### src/rtl/wb_regfile.sv
// Writeback-stage register file: x0 hardwired to zero, x1..x31 storage, two combinational read ports.
// Optional feature macro WB_BYPASS_EN: same-cycle write-through from the writeback value to the read ports.
module wb_regfile #(
    parameter logic [31:0] RESET_VAL = 32'h0000_0000
) (
    input  logic        clk,
    input  logic        resetn,
    input  logic [31:0] wb_read_data,
    input  logic [31:0] wb_alu_result,
    input  logic [4:0]  wb_rd,
    input  logic        wb_mem_to_reg,
    input  logic        wb_reg_write,
    input  logic [4:0]  rs1_addr,
    input  logic [4:0]  rs2_addr,
    output logic [31:0] rs1_data,
    output logic [31:0] rs2_data,
    output logic [31:0] wb_value,
    output logic        wb_we_eff,
    output logic [31:0] wr_count
);

    logic [31:0] r_regs [1:31];
    logic [31:0] r_wr_count;
    logic [31:0] w_wb_value;
    logic        w_we_eff;
    logic [31:0] w_rs1_raw;
    logic [31:0] w_rs2_raw;

    assign w_wb_value = wb_mem_to_reg ? wb_read_data : wb_alu_result;
    assign w_we_eff   = wb_reg_write && (wb_rd != 5'd0);

    always_ff @(posedge clk or negedge resetn) begin
        if (!resetn) begin
            for (int i = 1; i < 32; i++) begin
                r_regs[i] <= RESET_VAL;
            end
            r_wr_count <= 32'd0;
        end else begin
            for (int i = 1; i < 32; i++) begin
                if (w_we_eff && (wb_rd == 5'(i))) begin
                    r_regs[i] <= w_wb_value;
                end
            end
            if (w_we_eff) begin
                r_wr_count <= r_wr_count + 32'd1;
            end
        end
    end

    // Address 0 falls through the mux and reads as zero.
    always_comb begin
        w_rs1_raw = 32'd0;
        w_rs2_raw = 32'd0;
        for (int i = 1; i < 32; i++) begin
            if (rs1_addr == 5'(i)) begin
                w_rs1_raw = r_regs[i];
            end
            if (rs2_addr == 5'(i)) begin
                w_rs2_raw = r_regs[i];
            end
        end
    end

`ifdef WB_BYPASS_EN
    // w_we_eff already excludes x0, so the bypass can never expose a value at address 0.
    assign rs1_data = (w_we_eff && (rs1_addr == wb_rd)) ? w_wb_value : w_rs1_raw;
    assign rs2_data = (w_we_eff && (rs2_addr == wb_rd)) ? w_wb_value : w_rs2_raw;
`else
    assign rs1_data = w_rs1_raw;
    assign rs2_data = w_rs2_raw;
`endif

    assign wb_value  = w_wb_value;
    assign wb_we_eff = w_we_eff;
    assign wr_count  = r_wr_count;

endmodule
### config.mk
export PLATFORM = sky130hd
export DESIGN_NAME = wb_regfile
export DESIGN_NICKNAME = d
export VERILOG_FILES = /design/src/rtl/wb_regfile.sv
export SDC_FILE = /design/constraint.sdc
export NUM_CORES = 2
export LEC_CHECK = 0
export ABC_CLOCK_PERIOD_IN_PS = 5500
export CAP_MARGIN = 5
export CORE_ASPECT_RATIO = 0.8
export CORE_MARGIN = 2
export CORE_UTILIZATION = 35
export CTS_CLUSTER_DIAMETER = 50
export CTS_CLUSTER_SIZE = 16
export DETAILED_ROUTE_END_ITERATION = 10
export SLEW_MARGIN = 20
export SYNTH_ARGS = -nofsm -noshare
export SYNTH_HDL_FRONTEND = slang
export SYNTH_SLANG_ARGS = --single-unit
### constraint.sdc
create_clock -name clk -period 5.5 [get_ports clk]
set_input_delay 1.65 -clock clk [delete_from_list [all_inputs] [get_ports clk]]
set_output_delay 1.65 -clock clk [all_outputs]
set_load 0.02 [all_outputs]
# Yosys cells after proc, flatten, opt, wreduce, memory -nomap -nowiden
# Cells that the tools add are included.
[totals]
ff_bits = 1024
input_bits = 83
elab_cells = 222
[classes]
mux = 63
reduce_logical = 33
add_sub_neg = 1
n_eq_ne = 93
[ops]
columns = ["cell", "n"]
rows = [
  ["two-way mux 32 bit", 63],
  ["equality test 5 bit, second input constant", 48],
  ["equality test 5 x 4 -> 1 bit, second input constant", 24],
  ["equality test 5 x 3 -> 1 bit, second input constant", 12],
  ["adder 32 x 1 -> 32 bit, second input constant", 1],
  ["logical AND 1 bit", 32],
  ["equality test 5 x 2 -> 1 bit, second input constant", 6],
  ["equality test 5 x 1 -> 1 bit, second input constant", 3],
  ["nonzero test 5 bit", 1],
]

# Logic depth before layout (Yosys ltp)
[logic_depth]
ltp_word = 32
depth_mapped = 11

# Least setup slack after synthesis
# No wires, ideal clock.
[synth_timing]
path_kind = "input port to output port"
startpoint = "in rs1_addr[0]"
endpoint = "out rs1_data[16]"
arrival_ns = 3.625
path_stages = 9
setup_slack_ns = 0.225
t_required_ns = 3.850
cell_sequence = "buf_2 -> or2_2 -> buf_2 -> nor2_2 -> buf_2 -> a221oi_1 -> a21oi_1 -> nor4_1 -> nor4_1"
[synth_via]
elab_chain_len = 32
[synth_rtl]
columns = ["item", "line_no", "rtl"]
rows = [
  ["from (decl)", "13", "input logic [4:0] rs1_addr,"],
  ["equality test 5 x 1 -> 1 bit", "55", "if (rs1_addr == 5'(i)) begin"],
  ["two-way mux 32 bit (30 in series)", "55", ""],
  ["two-way mux 32 bit (*)", "55", ""],
  ["to (decl)", "15", "output logic [31:0] rs1_data,"],
]
# Every way passes the cells marked *; elsewhere a longest branch is shown, timed or not.

# Worst setup path after layout
[layout_timing]
startpoint = "in rs1_addr[1]"
endpoint = "out rs1_data[19]"
# The elaborated chain is that of the path after synthesis.

==> impl_results.md <==
* EDFF count, synth at 0
* Layout cell share with drive strength beyond 1 at 32.0%
* CP startpoint: rs1_addr[1]
* Clock Skew at 0.0149 ns
* Die Y at 359 um
* R2R depth at 6
* Worst r2r dst: wr_count[28]
* Synth-to-Final Area Change at 48.5%
* Crit Path Max Fanout at 6
* WL met1 at 146,000 um
* WP data required at 3.85 ns
* Initial DRC count at 9,870
* Final global-route overflow total at 0
* Post-Synthesis Cells at 6,519
* Reg2reg start: wr_count[4]
* Post-CTS Hold Buffers at 0
* Hold EP: wr_count[31]
* Gpl congestion at 1.07
* Register area share after synthesis at 46.5%
* Worst min path class: flip-flop to flip-flop
* Initial antenna violation count at 23
* Routed Antenna Nets at 0
* Setup tns final at -11.45 ns
* CTS tree: built
* Pleak at 34.7 nW
* Main flop type after synthesis: dfrtp_1
* Startpoint Class: input pin
* Count of pins over their slew limit at 0
* Setup violations, final at 60
* Vias in the first global route at 57,800
* Max Cap Viol at 0
* Final Hold Vio Count at 0
* Fraction of registers with async set/reset at 100%
* IO buf count at 211
* Worst EP arrival at 4.31 ns
* Unrepaired setup endpoints after global routing: yes
* Max IR drop VDD at 0.000326 V
* Clock root buffer master: clkbuf_16
* CTS clk-pin slew, worst paths at 0.06 ns
* # fillers at 14,400
* Cell Chain, Critical Path: buf_12 > buf_12 > buf_6 > nor2_4 > buf_6 > buf_4 > nand2_1 > and3_1 > nand4_1 > o31a_1 > buf_4 > o21ai_2 > a21oi_2 > buf_4 > buf_6
* Worst Setup End Kind: primary output
* Worst-margin pin slew at 0.940 ns
* Clock Tree Buf Depth at 3
* Core Box Area at 157,000 um2
* Die area at 161,000 um2
* Synth Cell Area at 55,100 um2
* Minimum clock period at 5.96 ns
* Fmax at 168 MHz
* CP max-delay cell: o31a_1
* Yosys warnings at 0
* Power density over the cells at 334 nW/um2
* Crit-path leading delay family: buffers and inverters
* GRT Util Overall at 42.8%
* HPWL Detailed at 259,000 um
* Drt wl/cell at 36.2 um
* HP Start: wr_count[31]
* CTS sink cnt at 1,024
* DR DRC count at 0
* Vias per std cell at 6.37
* Setup WS post-layout at -0.462 ns
* Flops & latches, synth at 1,024
* Post-route cell area at 81,800 um2
* DP Area at 67,500 um2
* Max transition margin at 37.1%
* Initial Utilization at 35.2%
* Status: finished with violations
* Site row count at 130
* Crit Path Category: input pin to primary output
* Metal2 WL at 133,000 um
* Routed length on met3 at 51,500 um
* DR top layer: met5
* NumNets Final at 7,669
* Mapped Nets at 6,603
* H-tree levels at 4
* First-pass iteration count of the detailed router at 6
* Largest net degree at the start of global routing at 113
* Hold path cells at 1
* Final WL at 355,000 um
* Ports at 212
* CTS buffer count at 130
* Die X-Extent at 448 um
* Yosys cell types at 95
* R2r setup slk at 3.38 ns
* Violated checks: setup timing
* WP buf/inv at 8
* Clk_lat worst skew at 0.82 ns
* First-pass GRT wire length at 479,000 um
* Period utilization at 108%
* Vias at 62,500
* Max incr delay on CP at 0.40 ns
* Syn_area_per_cell at 8.45 um2
-- power by group --
group	total, mW	internal, mW	switching, mW
Clock	9.56	5.60	3.96
Sequential	11.2	9.16	2.07
Combinational	6.52	2.71	3.81
Total	27.3	17.5	9.83
-- flip-flops by register name (all words and copies together) (netlist names) --
signal and cells:
wr_count 32, r_regs 992
-- Yosys cell counts, drive strengths merged, types with 15 or more instances --
master	count	area [um2]
a31oi	53	332
o22ai	247	1550
o21ai	888	4440
a221oi	68	602
o211ai	33	248
xnor2	27	236
buf	233	1320
nand2b	19	119
dfrtp	1024	25600
a21oi	865	4340
a22oi	111	833
o21a	15	113
inv	49	184
nor4	20	125
nor2	819	3160
o32ai	17	149
o2bb2ai	28	245
a211oi	70	526
nand4	21	131
mux4	20	450
nand3	90	465
mux2	37	417
a211o	16	140
mux2i	151	1510
nor2b	31	194
o221ai	46	403
nor3	83	430
a22o	25	219
nand2	755	2840
and3	18	113
clkbuf	394	1480
-- placed cells by master (no fill, tap or decap), types with 21 or more instances in the layout --
master | Yosys | final
o221ai_1 | 46 | 24
a221oi_2 | 1 | 31
buf_4 | 49 | 882
nand2_1 | 752 | 700
o21ai_2 | 0 | 36
nor2_2 | 9 | 32
a211oi_4 | 0 | 31
nand4_1 | 21 | 21
mux2i_4 | 0 | 34
a211oi_2 | 0 | 26
nor2_1 | 804 | 748
a21oi_2 | 1 | 45
o21ai_1 | 21 | 54
o211ai_1 | 33 | 33
o22ai_1 | 246 | 199
dfrtp_1 | 1024 | 1024
a22oi_2 | 0 | 23
xnor2_1 | 27 | 27
buf_8 | 0 | 60
a22oi_1 | 111 | 88
nand2_2 | 3 | 43
inv_1 | 49 | 46
buf_12 | 0 | 200
clkbuf_16 | 0 | 148
clkdlybuf4s50_1 | 0 | 135
a21oi_1 | 863 | 801
mux2i_1 | 151 | 114
nor3_1 | 80 | 50
a22o_1 | 25 | 23
nor2_4 | 4 | 37
buf_6 | 10 | 249
o21ai_0 | 867 | 766
a31oi_1 | 53 | 32
o22ai_2 | 1 | 30
o21ai_4 | 0 | 32
nor3_2 | 3 | 21
nand3_1 | 87 | 66
mux2_2 | 37 | 37
-- per-layer routing --
| metal | vias up | track usage, % |
|---|---|---|
| met5 | - | 0 |
| met4 | 20 | 22.8 |
| met3 | 1014 | 16.2 |
| met2 | 4722 | 55.3 |
| met1 | 31000 | 60.7 |
| li1 | 25700 | - |
-- worst max path at each step --
| stage | end | slack, ns | depth (start not counted) |
|---|---|---|---|
| floorplan | rs1_data[16] | 0.22 | 9 |
| finish | rs1_data[19] | -0.46 | 15 |
| detailed placement | rs1_data[24] | -1.81 | 15 |
| global placement | rs1_data[24] | -1.81 | 15 |
| CTS | rs1_data[24] | -0.38 | 14 |
| global route | rs2_data[31] | -0.36 | 13 |
-- area by class of cell --
type	count	area [um2]	share of cell area [%]
antenna	5	12.5	0.0153
clock buffer	151	3590	4.39
clock inverter	83	1130	1.39
inverter	50	198	0.242
multi-input combinational	4818	32000	39.1
sequential	1024	25600	31.3
tap	2112	2640	3.23
timing repair buffer	1561	16600	20.3
-- stage by stage --
stage | hold WS (ns) | std cells | utilization [%] | power [mW] | setup WS, ns
after floorplan | 0.459 | 6519 | - | 13.1 | 0.225
after global placement | 0.468 | 9331 | 43.1 | 16.4 | -1.81
after detailed placement | 0.468 | 9331 | 43.1 | 16.5 | -1.81
after CTS | 0.483 | 9697 | 50.1 | 26.7 | -0.382
after global routing | 0.512 | 9801 | 52.2 | 28.1 | -0.358
final | 0.480 | 9804 | 52.2 | 27.3 | -0.462
-- logic make-up (layout without fill, tap and decap cells) --
family	count (synthesis)	count (layout)	share of synthesized area [%]
AND/OR/NAND/NOR	1949	1949	15.2
adder cells (fa/ha/maj)	1	1	0.0227
multiplexers	208	208	4.32
buffers and inverters	677	1845	5.41
flip-flops	1024	1024	46.5
other	0	5	0
XOR/XNOR	33	33	0.524
AO/OA/AOI/OAI	2627	2627	28.0
-- what timing repair did --
| item | 4_1_cts | 5_1_grt |
|---|---|---|
| pin swaps | 261 | 297 |
| hold endpoints to repair | 0 | 0 |
| setup buffers | 175 | 136 |
| endpoints found under the setup margin | 64 | 64 |
| gates cloned | 16 | 8 |
| gates resized for setup | 1210 | 522 |
Power figures use the tool's default switching activity.
